## src/rtl/seq_gen0100.sv

```systemverilog
// rtl/seq_gen0100.sv - serial MSB-first word transmitter with repeat and idle gaps
module seq_gen0100 #(
  parameter int DATA_W  = 8,
  parameter int CNT_W   = 4,
  parameter int GAP_LEN = 2
) (
  input  logic              clock,
  input  logic              reset,
  input  logic              load_valid,
  output logic              load_ready,
  input  logic [DATA_W-1:0] load_data,
  input  logic [CNT_W-1:0]  load_repeat,
  input  logic              abort,
  output logic              seq_out,
  output logic              seq_valid,
  output logic              busy,
  output logic              done
);

  localparam int BIT_W = (DATA_W > 2) ? $clog2(DATA_W) : 1;
  localparam int GAP_W = (GAP_LEN > 1) ? $clog2(GAP_LEN) : 1;
  localparam logic [BIT_W-1:0] BIT_LAST = BIT_W'(DATA_W - 1);
  localparam logic [GAP_W-1:0] GAP_LAST = (GAP_LEN > 0) ? GAP_W'(GAP_LEN - 1) : '0;

  typedef enum logic [1:0] {
    S_IDLE  = 2'd0,
    S_SHIFT = 2'd1,
    S_GAP   = 2'd2
  } state_t;

  state_t            state;
  logic [DATA_W-1:0] shift_reg;
  logic [DATA_W-1:0] saved_word;
  logic [BIT_W-1:0]  bit_cnt;
  logic [CNT_W-1:0]  rep_cnt;
  logic [GAP_W-1:0]  gap_cnt;

  // Moore output decode: the line idles high so a downstream detector resets between words
  assign seq_out    = (state == S_SHIFT) ? shift_reg[DATA_W-1] : 1'b1;
  assign seq_valid  = (state == S_SHIFT);
  assign load_ready = (state == S_IDLE);
  assign busy       = (state == S_SHIFT) || (state == S_GAP);

  // Transmit sequencer: load, shift, reload per repetition, gap, finish with a done pulse
  always_ff @(posedge clock) begin
    if (!reset) begin
      state      <= S_IDLE;
      shift_reg  <= '0;
      saved_word <= '0;
      bit_cnt    <= '0;
      rep_cnt    <= '0;
      gap_cnt    <= '0;
      done       <= 1'b0;
    end else begin
      done <= 1'b0;
      case (state)
        S_IDLE: begin
          // abort wins over a coincident load
          if (load_valid && !abort) begin
            shift_reg  <= load_data;
            saved_word <= load_data;
            rep_cnt    <= load_repeat;
            bit_cnt    <= BIT_LAST;
            state      <= S_SHIFT;
          end
        end

        S_SHIFT: begin
          if (abort) begin
            state      <= S_IDLE;
            shift_reg  <= '0;
            saved_word <= '0;
            bit_cnt    <= '0;
            rep_cnt    <= '0;
            gap_cnt    <= '0;
          end else if (bit_cnt == '0) begin
            if (rep_cnt == '0) begin
              state     <= S_IDLE;
              shift_reg <= '0;
              done      <= 1'b1;
            end else begin
              // rep_cnt is only decremented when non-zero, so the maximum count never wraps
              rep_cnt   <= rep_cnt - 1'b1;
              shift_reg <= saved_word;
              bit_cnt   <= BIT_LAST;
              if (GAP_LEN > 0) begin
                gap_cnt <= GAP_LAST;
                state   <= S_GAP;
              end
            end
          end else begin
            shift_reg <= {shift_reg[DATA_W-2:0], 1'b0};
            bit_cnt   <= bit_cnt - 1'b1;
          end
        end

        S_GAP: begin
          if (abort) begin
            state      <= S_IDLE;
            shift_reg  <= '0;
            saved_word <= '0;
            bit_cnt    <= '0;
            rep_cnt    <= '0;
            gap_cnt    <= '0;
          end else if (gap_cnt == '0) begin
            state <= S_SHIFT;
          end else begin
            gap_cnt <= gap_cnt - 1'b1;
          end
        end

        default: begin
          state      <= S_IDLE;
          shift_reg  <= '0;
          saved_word <= '0;
          bit_cnt    <= '0;
          rep_cnt    <= '0;
          gap_cnt    <= '0;
        end
      endcase
    end
  end

endmodule

```

## config.mk

```make
export PLATFORM = sky130hd
export DESIGN_NAME = seq_gen0100
export DESIGN_NICKNAME = d
export VERILOG_FILES = /design/src/rtl/seq_gen0100.sv
export SDC_FILE = /design/constraint.sdc
export NUM_CORES = 1
export LEC_CHECK = 0
export BUFFER_PORTS_ARGS = -buffer_cell sky130_fd_sc_hd__buf_2
export CORE_AREA = 2 2 79 43
export DETAILED_ROUTE_END_ITERATION = 12
export DIE_AREA = 0 0 81 45
export PLACE_DENSITY = 0.85
export SETUP_SLACK_MARGIN = 0.15
export SYNTH_ARGS = -nofsm -noshare
export SYNTH_HDL_FRONTEND = slang
export SYNTH_SLANG_ARGS = --single-unit
```

## constraint.sdc

```tcl
create_clock -name clock -period 2.1 [get_ports clock]
set_clock_uncertainty 0.1 [all_clocks]
set_input_delay 0.105 -clock clock [delete_from_list [all_inputs] [get_ports clock]]
set_output_delay 0.105 -clock clock [all_outputs]
set_load 0.05 [all_outputs]
```

Yosys cells after proc, flatten, opt, wreduce, memory -nomap -nowiden

Index checks and enable logic that the tools add are counted.

Register bits after elaboration: 27
Input bits: 16

Reduce and logical (&&, ||, !) cells: 14
Equality and inequality tests: 9
Add/subtract/negate cells: 3
Bitwise operators: 4
Multiplexer cells: 34

Operators with widths:

| kind                | count |
|---|---|
| $mux 8              | 5 |
| $pmux 8 s3          | 1 |
| $mux 4              | 5 |
| $pmux 8 s2          | 1 |
| $mux 3              | 5 |
| $mux 2              | 6 |
| $pmux 4 s3          | 1 |
| $pmux 3 s3          | 1 |
| $reduce_and 3->1    | 3 |
| $mux 1              | 7 |
| $ne 3x3->1 const B  | 2 |
| $pmux 2 s3          | 1 |
| $logic_not 4->1     | 1 |
| $ne 2x1->1 const B  | 2 |
| $ne 4x4->1 const B  | 1 |
| $not 1->1           | 4 |
| $reduce_and 2->1    | 2 |
| $reduce_and 4->1    | 1 |
| $reduce_or 4->1     | 1 |
| $sub 4x1->4 const B | 1 |
| $logic_not 3->1     | 1 |
| $ne 3x2->1 const B  | 1 |
| $pmux 1 s3          | 1 |
| $sub 3x1->3 const B | 1 |
| other kinds (9)     | 9 |

Depth between registers and ports, before layout

Gate-level depths: netlist of the first run.

Depth after elaboration: 5
Gate-level depth with buffers: 8
Depth with buffers taken out: 6

Least setup slack after synthesis of the first run

Ideal clock, no wire load.

Kind: register to register
From: register state[1]
To: register bit_cnt[1]
Path slack: 0.103 ns
Clock period less this slack: 1.997 ns
Path buffers: 1
Arrival: 1.780 ns
Data required time: 1.884 ns
Stages on the path, launching flop included: 8
Cell sequence: dfxtp_1 inv_1 ha_1 nand2b_1 buf_2 nor3_2 or4_1 o211a_1

Longest elaborated chain between the ends: 3
Elaborated cells between the ends (all ways): 8
Those cells by class: 5 x eq/ne; 1 x mux; 2 x reduce/logical

RTL lines:

| what                       | RTL line | text |
|---|---|---|
| start: declaration         | 31       | `state_t state;` |
| start signal: assignment   | 47       | `state <= S_IDLE;` |
| start signal: assignment   | 64       | `state <= S_SHIFT;` |
| start signal: assignment   | 70       | `state <= S_IDLE;` |
| $eq 2x1->1 *               | n/a      |  |
| net seq_valid              | 15       | `output logic seq_valid,` |
| $ne 4x4->1 (no line)       | n/a      |  |
| $reduce_and 3->1 (no line) | n/a      |  |
| end signal: assignment     | 93       | `bit_cnt <= bit_cnt - 1'b1;` |
| end: declaration           | 34       | `logic [BIT_W-1:0] bit_cnt;` |

The timed path passes the listed nets; every way through them passes the cells marked *.
A chain may end at the register's enable or synchronous reset.

Worst setup path in the final report of the first run

From: register state[0]
To: register state[1]

Longest elaborated chain between the ends: 3
Elaborated cells between the ends (all ways): 8
Those cells by class: 5 x eq/ne; 1 x mux; 2 x reduce/logical

RTL lines:

| what                                               | RTL line | text |
|---|---|---|
| $eq 2x2->1, or another cell as far along           | 56       | `case (state)` |
| $ne 3x3->1 (no line), or another cell as far along | n/a      |  |
| $reduce_and 3->1 (no line)                         | n/a      |  |

Several ways; a longest one is shown, not always the timed one.

==> metrics.md, run 1 <==
| Metric | Value |
|---|---|
| Endpoints failing hold | `0` |
| Io pins | `21` |
| Data arrival, critical path | `a little over 2 ns` |
| Final RePlAce weighted congestion | `about 0.94` |
| Syn-to-layout area delta | `21.0%` |
| Reg2Reg Setup Slack | `~0.13 ns` |
| Number of global-route vias before repair | `around 1,400` |
| Total of hold buffers inserted after clock tree synthesis | `0` |
| Critical path startpoint category | `flip-flop` |
| Critical path fanouts, max | `10` |
| Post-detailed-route count of antenna-violating nets | `0` |
| Worst-path cell chain | `inv_1 > ha_4 > buf_4 > a222oi_1 > buf_4 > mux2i_2 > nor2_1` |
| Cell taking the most area after synthesis | `sky130_fd_sc_hd__dfxtp_1` |
| Layout cell share with drive strength beyond 1 | `~28%` |
| Most common cell on crit path | `sky130_fd_sc_hd__buf_4` |
| Post-DR vias/cell | `roughly 6.4` |
| DR DRC count | `0` |
| Source of the worst hold timing path | `reset` |
| Endpoint kind of the worst setup timing path | `flip-flop` |
| Leading post-synthesis cells by instance count | `27 x sky130_fd_sc_hd__dfxtp_1, 16 x sky130_fd_sc_hd__a21oi_1, 13 x sky130_fd_sc_hd__nor3_1` |
| Number of enable-type register cells in the synthesized netlist | `0` |
| Number of buffer cells added on primary ports | `20` |
| Total negative setup slack | `0 ns` |
| Cell row count | `14` |
| Starting DRT DRC Count | `~240` |
| Starting density of the core | `54.4%` |
| Count of state elements after synthesis | `27` |
| Main area contributors after synthesis | `sky130_fd_sc_hd__dfxtp_1 34%, sky130_fd_sc_hd__ha_1 6.3%, sky130_fd_sc_hd__mux2i_1 5.7%` |
| Data required time of the worst path | `roughly 2.2 ns` |
| Most frequent cell after synthesis | `sky130_fd_sc_hd__dfxtp_1` |
| Die Height | `around 45 um` |
| Ratio of final minimum period to clock period | `93.8%` |
| Yosys top cell area share | `approximately 34%` |
| Synth Area per Inst | `~9 um2` |
| Beginning of the worst register-to-register path | `state[0]$_SDFFE_PN0P_` |
| Sequential area share after synthesis | `between 30 and 40%` |
| Critical Path Slowest Stage Cell | `sky130_fd_sc_hd__dfxtp_2` |
| Number of buffers inserted during clock tree synthesis | `3` |
| Core box area | `between 2000 and 3000 um2` |
| Hold Path Sink | `bit_cnt[0]$_SDFFE_PN0P_` |
| Routed len/inst | `about 18 um` |
| Global route total overflow | `0` |
| Die width | `81 um` |
| Count of cell types in the netlist | `43` |
| Number of max-cap violations | `0` |
| Nets in the synthesized netlist | `roughly 200` |
| Half-perimeter wire length of the detailed placement result | `about 2900 um` |
| Count of fill cells added during filler insertion | `~230` |
| WL final | `4430 um` |
| Final slew viol count | `0` |
| Hold Path Cell Cnt | `2` |
| Total Nets Final | `230` |
| Number of instances in the synthesized netlist | `178` |
| Result of the run | `complete, no violations` |
| Largest buffer count on any clock path | `2` |
| Instance count after placement with tap cells included | `between 200 and 250` |
| Time the worst path needs with I/O delays and setup | `between 1.5 and 2 ns` |
| DR vias | `about 1,600` |
| Number of H-tree levels | `1` |
| Post-synth ARST share | `0%` |
| Initial antenna violation count | `0` |
| Clk pin slew, worst setup/hold paths | `approximately 0.1 ns` |
| Synth Cell Area | `1580 um2` |
| Final cell count without fillers | `around 250` |
| Category of the most critical setup path | `reg -> reg` |
| Leakage power figure | `approximately 0.75 nW` |
| Number of cells on the worst reg-to-reg path | `7` |
| Final setup violation count | `0` |
| Number of detailed-routing iterations run before antenna repair | `10` |
| Clock latency on the worst-skew pair | `~0.27 ns` |
| Antenna Diode Count | `0` |
| Worst relative slew slack | `69.7%` |
| Clk sinks | `27` |
| Global-route usage over all layers | `about a quarter` |
| Global-route wire length before repair | `6720 um` |
| Maximum resistive drop on vdd | `405 uV` |
| Power per unit of standard cell area | `923 nW/um2` |
| Cell area reported after detailed placement | `approximately 1800 um2` |
| RSZ-0062 raised after global routing | `true` |
| Die Outline Area | `3650 um2` |
| CTS tree | `done` |
| Critical path's largest stage delay | `roughly 0.38 ns` |
| Maximum number of pins on one net before global-route repair | `17` |
| Total non-filler cell area in the finished layout | `1910 um2` |
| Leading register cell type out of synthesis | `sky130_fd_sc_hd__dfxtp_1` |
| Worst slew pin tran | `0.454 ns` |
| Path type of the worst min-delay path | `in -> reg` |
| Highest attainable clock frequency | `approximately 510 MHz` |
| Clock tree root driver cell | `sky130_fd_sc_hd__clkbuf_8` |
| Yosys synthesis warning count | `0` |
| Worst reg2reg endpoint | `state[1]$_SDFFE_PN0P_` |
-- cell families (layout without fill, tap and decap cells) --
family                   Yosys count  count (layout)  share of synthesized area [%]
adder cells (fa/ha/maj)            8               8                           6.33
buffers and inverters             21              48                           5.78
AO/OA/AOI/OAI                     52              52                           24.9
flip-flops                        27              27                           34.2
AND/OR/NAND/NOR                   60              60                           22.5
multiplexers                       9               9                           5.70
XOR/XNOR                           1               1                          0.554
-- critical path, delay by kind of cell (launching register included) --
kind,cells,cell delay (ns)
fa+ha+maj,1,0.20
flops,1,0.38
buf+inv,3,0.50
simple gates,1,0.06
mux,1,0.26
compound gates,1,0.37
-- final cells by class --
cell class,count,area (um2),area share (%)
multi-input combinational,130,1030,53.7
clock buffer,3,41.3,2.16
clock inverter,1,7.51,0.392
timing repair buffer,34,205,10.7
inverter,10,37.5,1.96
tap,40,50.0,2.61
sequential,27,546,28.5
-- metrics by stage --
stage	util, %	hold WS [ns]	power [mW]	setup slack [ns]
after floorplan	-	0.138	1.17	0.103
after global placement	60.5	0.306	1.34	0.246
after detailed placement	60.5	0.316	1.37	0.102
after CTS	62.9	0.0242	1.69	0.159
after global routing	65.8	0.0313	1.84	0.102
final	65.8	0.0328	1.77	0.131
-- repair_timing --
action / 4_1_cts / 5_1_grt
resized for setup: 3 / 15
buffers inserted: 2 / 1
pin swaps: 1 / 1
endpoints found under the setup margin: 8 / 14
-- placed cells by master (no fill, tap or decap), types with 3 or more instances in the layout --
| cell type | synthesis | layout |
|---|---|---|
| sky130_fd_sc_hd__ha_1 | 8 | 5 |
| sky130_fd_sc_hd__a221oi_2 | 0 | 3 |
| sky130_fd_sc_hd__nand2b_1 | 4 | 4 |
| sky130_fd_sc_hd__o2bb2ai_1 | 7 | 7 |
| sky130_fd_sc_hd__nand3b_1 | 7 | 7 |
| sky130_fd_sc_hd__and2_1 | 8 | 8 |
| sky130_fd_sc_hd__clkbuf_8 | 0 | 3 |
| sky130_fd_sc_hd__a21oi_1 | 16 | 16 |
| sky130_fd_sc_hd__nand3_1 | 3 | 3 |
| sky130_fd_sc_hd__mux2i_1 | 9 | 8 |
| sky130_fd_sc_hd__inv_1 | 10 | 10 |
| sky130_fd_sc_hd__dfxtp_1 | 27 | 25 |
| sky130_fd_sc_hd__a221oi_1 | 9 | 6 |
| sky130_fd_sc_hd__buf_2 | 4 | 20 |
| sky130_fd_sc_hd__buf_4 | 2 | 14 |
| sky130_fd_sc_hd__nor2_1 | 12 | 12 |
| sky130_fd_sc_hd__nor3_1 | 13 | 13 |
-- worst max-delay path by stage --
stage                                startpoint                      end  slack [ns]  cells after the start
final                     state[0]$_SDFFE_PN0P_    state[1]$_SDFFE_PN0P_        0.13                      7
after global routing      state[0]$_SDFFE_PN0P_  rep_cnt[2]$_SDFFE_PN0P_        0.10                      7
after CTS                 state[0]$_SDFFE_PN0P_  bit_cnt[1]$_SDFFE_PN0P_        0.16                      6
after detailed placement  state[1]$_SDFFE_PN0P_    state[1]$_SDFFE_PN0P_        0.10                      6
after global placement    state[0]$_SDFFE_PN0P_  bit_cnt[1]$_SDFFE_PN0P_        0.25                      6
after floorplan           state[1]$_SDFFE_PN0P_  bit_cnt[1]$_SDFFE_PN0P_        0.10                      7
-- power breakdown --
group	internal (mW)	total [mW]	switching, mW
registers	0.576	0.627	0.0512
logic	0.328	0.831	0.503
clock network	0.135	0.309	0.174
-- routing by layer --
layer / part of all wire [%] / vias up / wire [um] / GRT usage (%)
met5: 0 / - / 0 / 0
met4: 2.3 / 0 / 102 / 6.10
met3: 8.5 / 15 / 375 / 4.80
met2: 48 / 90 / 2110 / 43.1
met1: 42 / 740 / 1840 / 31.9
li1: - / 719 / - / -
Note: power is estimated with default switching activity, not from simulation.
==> run 2, diff against run 1 <==
--- a/config.mk
+++ b/config.mk
@@ -9,7 +9,8 @@
 export CORE_AREA = 2 2 79 43
 export DETAILED_ROUTE_END_ITERATION = 12
 export DIE_AREA = 0 0 81 45
-export PLACE_DENSITY = 0.85
+export MAX_ROUTING_LAYER = met4
+export PLACE_DENSITY = 0.71
 export SETUP_SLACK_MARGIN = 0.15
 export SYNTH_ARGS = -nofsm -noshare
 export SYNTH_HDL_FRONTEND = slang
==> metrics.md, run 2 (synthesis gave the netlist of run 1 again) <==
| Metric | Value |
|---|---|
| Number of max-cap violations | `0 (unchanged)` |
| Maximum number of pins on one net before global-route repair | `25 (+8)` |
| Clk pin slew, worst setup/hold paths | `0.11 ns (about the same)` |
| Ratio of final minimum period to clock period | `87.4% (-6.3 points)` |
| Endpoints failing hold | `0 (unchanged)` |
| Final setup violation count | `0 (unchanged)` |
| Starting DRT DRC Count | `72 (-70%)` |
| Half-perimeter wire length of the detailed placement result | `2640 um (-7.4%)` |
| RSZ-0062 raised after global routing | `false` |
| Power per unit of standard cell area | `925 nW/um2 (+0.21%)` |
| CTS tree | `done` |
| Cell row count | `14 (unchanged)` |
| Layer with the highest usage | `met2` |
| Core box area | `2910 um2 (unchanged)` |
| Result of the run | `complete, no violations` |
| Number of buffer cells added on primary ports | `20 (unchanged)` |
| Number of buffers inserted during clock tree synthesis | `3 (unchanged)` |
| Path type of the worst min-delay path | `in -> reg` |
| Die Height | `45 um (unchanged)` |
| Worst-path cell chain | `inv_1 > ha_2 > nor2b_4 > a21o_1 > buf_4 > or3_1 > o211a_1` |
| Category of the most critical setup path | `reg -> reg` |
| Final RePlAce weighted congestion | `0.909 (-3.6%)` |
| Setup crit start | `state[0]$_SDFFE_PN0P_` |
| Data required time of the worst path | `2.18 ns (about the same)` |
| Layout cell share with drive strength beyond 1 | `24.5% (-3.8 points)` |
| Critical Path Slowest Stage Cell | `sky130_fd_sc_hd__or3_1` |
| Total Nets Final | `229 (-0.43%)` |
| Number of H-tree levels | `1 (unchanged)` |
| Beginning of the worst register-to-register path | `state[0]$_SDFFE_PN0P_` |
| Overall power after layout | `1.72 mW (-2.9%)` |
| Global-route usage over all layers | `22.2% (-2.4 points)` |
| Final slew viol count | `0 (unchanged)` |
| Maximum resistive drop on vdd | `512 uV (+26%)` |
| Critical path fanouts, max | `6 (-4)` |
| Post-DR vias/cell | `5.88 (-7.9%)` |
| Worst-case hold slack | `0.0135 ns (-0.0193 ns)` |
| Initial antenna violation count | `0 (unchanged)` |
| Die Outline Area | `3650 um2 (unchanged)` |
| Capture point of the worst path | `bit_cnt[0]$_SDFFE_PN0P_` |
| Global-route wire length before repair | `5980 um (-11%)` |
| Critical path startpoint category | `flip-flop` |
| Reg2Reg Setup Slack | `0.26 ns (+0.13 ns)` |
| Clock latency on the worst-skew pair | `0.29 ns (+0.02 ns)` |
| M2 GR Usage | `35.2% (-7.9 points)` |
| Worst slew pin tran | `0.487 ns (+0.0323 ns)` |
| Total negative setup slack | `0 ns (unchanged)` |
| Endpoint kind of the worst setup timing path | `flip-flop` |
| DR DRC count | `0 (unchanged)` |
| Number of global-route vias before repair | `1,290 (-10%)` |
| Die width | `81 um (unchanged)` |
| Clk sinks | `27 (unchanged)` |
| Number of cells on the worst reg-to-reg path | `7 (unchanged)` |
| Number of detailed-routing iterations run before antenna repair | `4 (-6)` |
| Worst reg2reg endpoint | `bit_cnt[0]$_SDFFE_PN0P_` |
| Total of hold buffers inserted after clock tree synthesis | `0 (unchanged)` |
| Data arrival, critical path | `1.92 ns (-0.12 ns)` |
| WL final | `3840 um (-13%)` |
| Critical path's largest stage delay | `0.37 ns (about the same)` |
| Met3 Use GR | `4.20% (-0.60 points)` |
| Antenna Diode Count | `0 (unchanged)` |
| Leading cell types in the layout, fill and taps excluded | `25 x sky130_fd_sc_hd__dfxtp_1, 20 x sky130_fd_sc_hd__buf_2, 16 x sky130_fd_sc_hd__a21oi_1` |
| Time the worst path needs with I/O delays and setup | `1.84 ns (-0.133 ns)` |
| Clock tree root driver cell | `sky130_fd_sc_hd__clkbuf_8` |
| Highest attainable clock frequency | `545 MHz (+7.3%)` |
| Leakage power figure | `0.735 nW (-1.5%)` |
| Starting density of the core | `54.4% (unchanged)` |
| Syn-to-layout area delta | `17.2%` |
| Io pins | `21 (unchanged)` |
| Largest buffer count on any clock path | `2 (unchanged)` |
| Worst relative slew slack | `67.5% (-2.2 points)` |
| Post-detailed-route count of antenna-violating nets | `0 (unchanged)` |
| Count of fill cells added during filler insertion | `271 (+20%)` |
| DR vias | `1,435 (-8.2%)` |
| Global route total overflow | `0 (unchanged)` |
| Met1 layer usage reported by global route | `29.0% (-2.9 points)` |
| Routed len/inst | `15.7 um (-13%)` |
| Most common cell after layout, fill and taps aside | `sky130_fd_sc_hd__dfxtp_1` |
-- run 2: changes by cell type in the layout (fill, tap and decap cells not counted), sizes merged --
cell	before	now
clkinvlp	1	0
inv	10	11
buf	34	33
-- run 2: final cells by class --
cell class                      count  area (um2)  area share, %
Clock inverter                      1        8.76          0.472
Multi-Input combinational cell    130         976           52.6
Sequential cell                    27         543           29.3
Inverter                           10        37.5           2.02
Clock buffer                        3        41.3           2.23
Timing Repair Buffer               33         198           10.7
Tap cell                           40        50.0           2.70
-- run 2: stage by stage --
stage	instance area [um2]	std cells	utilization, %	setup slack, ns
floorplan	1580	178	-	0.103
global placement	1760	238	60.5	0.223
detailed placement	1760	238	60.5	0.162
CTS	1810	242	62.3	0.173
global route	1850	244	63.8	0.176
finish	1850	244	63.8	0.264
-- run 2: how the worst min path moves through the flow --
stage,from,end,slack [ns],cells after the start
after detailed placement,reset,bit_cnt[1]$_SDFFE_PN0P_,0.31,2
after floorplan,reset,bit_cnt[0]$_SDFFE_PN0P_,0.14,1
after CTS,reset,bit_cnt[0]$_SDFFE_PN0P_,0.005,2
after global routing,reset,bit_cnt[0]$_SDFFE_PN0P_,0.02,2
final,reset,bit_cnt[0]$_SDFFE_PN0P_,0.01,2
after global placement,reset,bit_cnt[1]$_SDFFE_PN0P_,0.31,2
-- run 2: worst max-delay path: cells and delay by family (launching register included) --
family / cells / cell delay, ns
buffers and inverters: 2 / 0.23
AO/OA/AOI/OAI: 2 / 0.33
flip-flops: 1 / 0.36
adder cells (fa/ha/maj): 1 / 0.20
AND/OR/NAND/NOR: 2 / 0.52
-- run 2: power breakdown --
| group | internal, mW | switching (mW) |
|---|---|---|
| combinational | 0.306 | 0.463 |
| clock | 0.140 | 0.182 |
| sequential | 0.577 | 0.0474 |
| total | 1.02 | 0.692 |
-- run 2: per-layer routing --
| layer | vias to the layer above | share of wire, % |
|---|---|---|
| met4 | 0 | 1.7 |
| met3 | 10 | 6.6 |
| li1 | 712 | - |
| met2 | 52 | 45 |
| met5 | - | 0 |
| met1 | 661 | 47 |
-- run 2: timing repair --
action                                  4_1_cts  5_1_grt
buffers inserted                              0        2
endpoints found under the setup margin        2       16
pin swaps                                     0        3
resized for setup                             1        7
==> run 3, diff against run 2 <==
--- a/config.mk
+++ b/config.mk
@@ -6,11 +6,12 @@
 export NUM_CORES = 1
 export LEC_CHECK = 0
 export BUFFER_PORTS_ARGS = -buffer_cell sky130_fd_sc_hd__buf_2
-export CORE_AREA = 2 2 79 43
+export CAP_MARGIN = 20
+export CORE_AREA = 2 2 77 42
 export DETAILED_ROUTE_END_ITERATION = 12
-export DIE_AREA = 0 0 81 45
+export DIE_AREA = 0 0 79 44
 export MAX_ROUTING_LAYER = met4
-export PLACE_DENSITY = 0.71
+export PLACE_DENSITY = 0.75
 export SETUP_SLACK_MARGIN = 0.15
 export SYNTH_ARGS = -nofsm -noshare
 export SYNTH_HDL_FRONTEND = slang
==> constraint.sdc (replaced) <==
create_clock -name clock -period 2.2 [get_ports clock]
set_clock_uncertainty 0.1 [all_clocks]
set_input_delay 0.11 -clock clock [delete_from_list [all_inputs] [get_ports clock]]
set_output_delay 0.11 -clock clock [all_outputs]
set_load 0.05 [all_outputs]
==> metrics.md, run 3 (synthesis gave the netlist of run 1 again) <==
| Metric | Value |
|---|---|
| Path type of the worst min-delay path | `in -> reg` |
| Pre-CTS WS | `0.163 ns (+0.00167 ns)` |
| Final slew viol count | `0 (unchanged)` |
| Total negative setup slack | `0 ns (unchanged)` |
| RSZ-0062 raised after global routing | `false` |
| Global-route wire length before repair | `6220 um (+4.0%)` |
| Worst-case hold slack | `0.00672 ns (-0.00675 ns)` |
| Data required time of the worst path | `2.28 ns (+0.10 ns)` |
| Global route total overflow | `0 (unchanged)` |
| Final RePlAce weighted congestion | `0.855 (-6.0%)` |
| Starting DRT DRC Count | `130 (+81%)` |
| Number of cells on the worst reg-to-reg path | `6 (-1)` |
| Clk pin slew, worst setup/hold paths | `0.10 ns (about the same)` |
| Number of buffer cells added on primary ports | `20 (unchanged)` |
| Data arrival, critical path | `2.04 ns (+0.12 ns)` |
| Critical path fanouts, max | `8 (+2)` |
| Source of the worst hold timing path | `reset` |
| Largest buffer count on any clock path | `2 (unchanged)` |
| Overall power after layout | `1.62 mW (-5.8%)` |
| Clock latency on the worst-skew pair | `0.28 ns (about the same)` |
| Beginning of the worst register-to-register path | `state[1]$_SDFFE_PN0P_` |
| Gate family responsible for the most delay along the worst path | `simple AND/OR/NAND/NOR gates` |
| Ratio of final minimum period to clock period | `89.0% (+1.5 points)` |
| Hold Path Sink | `bit_cnt[1]$_SDFFE_PN0P_` |
| DR vias | `1,443 (+0.56%)` |
| Number of global-route vias before repair | `1,329 (+3.0%)` |
| Worst relative slew slack | `48.0% (-20 points)` |
| Syn-to-layout area delta | `15.7%` |
| M2 GR Usage | `35.4% (+0.22 points)` |
| Layer with the highest usage | `met2` |
| Endpoints failing hold | `0 (unchanged)` |
| Starting density of the core | `55.7% (+1.3 points)` |
| Leakage power figure | `0.734 nW (-0.23%)` |
| Leading cell types in the layout, fill and taps excluded | `26 x sky130_fd_sc_hd__dfxtp_1, 20 x sky130_fd_sc_hd__buf_2, 16 x sky130_fd_sc_hd__a21oi_1` |
| Clk sinks | `27 (unchanged)` |
| Power per unit of standard cell area | `883 nW/um2 (-4.5%)` |
| Buffers & Inverters on Critical Path | `2 (unchanged)` |
| Post-detailed-route count of antenna-violating nets | `0 (unchanged)` |
| Met3 Use GR | `5.00% (+0.80 points)` |
| Critical path startpoint category | `flip-flop` |
| Number of buffers inserted during clock tree synthesis | `3 (unchanged)` |
| Setup slack of the critical path after layout | `0.243 ns (-0.0213 ns)` |
| Half-perimeter wire length of the detailed placement result | `2760 um (+4.8%)` |
| Die Height | `44 um (-2.2%)` |
| Count of fill cells added during filler insertion | `253 (-6.6%)` |
| Layout cell share with drive strength beyond 1 | `23.8% (-0.75 points)` |
| Critical path's largest stage delay | `0.47 ns (+0.10 ns)` |
| Number of detailed-routing iterations run before antenna repair | `4 (unchanged)` |
| Io pins | `21 (unchanged)` |
| Endpoint kind of the worst setup timing path | `flip-flop` |
| Critical Path Slowest Stage Cell | `sky130_fd_sc_hd__nor2b_1` |
| Category of the most critical setup path | `reg -> reg` |
| Post-DR vias/cell | `5.96 (+1.4%)` |
| Total Nets Final | `227 (-0.87%)` |
| Time the worst path needs with I/O delays and setup | `1.96 ns (+0.121 ns)` |
| Clock tree root driver cell | `sky130_fd_sc_hd__clkbuf_8` |
| Die width | `79 um (-2.5%)` |
| Core box area | `2840 um2 (-2.4%)` |
| Highest attainable clock frequency | `511 MHz (-6.2%)` |
| Initial antenna violation count | `0 (unchanged)` |
| Die Outline Area | `3480 um2 (-4.6%)` |
| Hold Path Cell Cnt | `2 (unchanged)` |
| Result of the run | `complete, no violations` |
| Routed len/inst | `15.6 um (-0.99%)` |
| Cell row count | `14 (unchanged)` |
| CTS tree | `done` |
| Number of H-tree levels | `1 (unchanged)` |
| Antenna Diode Count | `0 (unchanged)` |
| Worst slew pin tran | `0.779 ns (+0.292 ns)` |
| Met1 layer usage reported by global route | `33.3% (+4.3 points)` |
| Total of hold buffers inserted after clock tree synthesis | `0 (unchanged)` |
| Maximum resistive drop on vdd | `423 uV (-17%)` |
| Worst-path cell chain | `inv_1 > ha_1 > nor2b_1 > buf_4 > a32oi_1 > o41ai_1` |
| Cell area reported after detailed placement | `1750 um2 (-0.43%)` |
| Worst reg2reg endpoint | `rep_cnt[2]$_SDFFE_PN0P_` |
| Reg2Reg Setup Slack | `0.24 ns (-0.02 ns)` |
| DR DRC count | `0 (unchanged)` |
| Most common cell after layout, fill and taps aside | `sky130_fd_sc_hd__dfxtp_1` |
| Number of max-cap violations | `0 (unchanged)` |
| Maximum number of pins on one net before global-route repair | `25 (unchanged)` |
| WL final | `3770 um (-1.8%)` |
| Total non-filler cell area in the finished layout | `1830 um2 (-1.3%)` |
| Global-route usage over all layers | `24.3% (+2.1 points)` |
| Final setup violation count | `0 (unchanged)` |
[run 3: changes by cell type in the layout (fill, tap and decap cells not counted), sizes merged]
cell    before  now
buf         33   31
inv         11   10
clkinv       0    1
[run 3: where the power goes]
group          switching [mW]  leakage, nW  internal [mW]
clock network           0.165       0.0255          0.127
logic                   0.441        0.487          0.286
registers              0.0461        0.221          0.550
[run 3: routing by layer]
| metal | wire length (um) | part of all wire, % |
|---|---|---|
| met2 | 1630 | 43 |
| met5 | 0 | 0 |
| met3 | 275 | 7.3 |
| met1 | 1800 | 48 |
| met4 | 59 | 1.6 |
[run 3: final cells by class]
cell class,count,area (um2),share of cell area [%]
well taps,40,50.0,2.73
inverters,10,37.5,2.05
flip-flops and latches,27,542,29.6
clock inverters,1,5.00,0.273
repair buffers,31,183,9.98
clock buffers,3,41.3,2.26
multi-input cells,130,972,53.1
[run 3: through the flow]
| step | utilization, % | cells |
|---|---|---|
| 4_1_cts | 63.5 | 241 |
| 2_1_floorplan | - | 178 |
| 3_5_place_dp | 61.8 | 237 |
| 3_3_place_gp | 61.8 | 237 |
| 6_report | 64.5 | 242 |
| 5_1_grt | 64.5 | 242 |
[run 3: worst max path at each step]
stage | slack, ns | start | to | cells past startpoint
global route | 0.15 | state[0]$_SDFFE_PN0P_ | shift_reg[7]$_SDFFE_PN0P_ | 7
detailed placement | 0.16 | state[0]$_SDFFE_PN0P_ | shift_reg[1]$_SDFFE_PN0P_ | 7
CTS | 0.17 | state[0]$_SDFFE_PN0P_ | shift_reg[1]$_SDFFE_PN0P_ | 7
finish | 0.24 | state[1]$_SDFFE_PN0P_ | rep_cnt[2]$_SDFFE_PN0P_ | 6
floorplan | 0.20 | state[1]$_SDFFE_PN0P_ | bit_cnt[1]$_SDFFE_PN0P_ | 7
global placement | 0.26 | state[0]$_SDFFE_PN0P_ | bit_cnt[1]$_SDFFE_PN0P_ | 6
[run 3: repair_timing]
item	4_1_cts	5_1_grt
resized for setup	1	5
pin swaps	0	1
endpoints found under the setup margin	1	11
buffers inserted	0	1
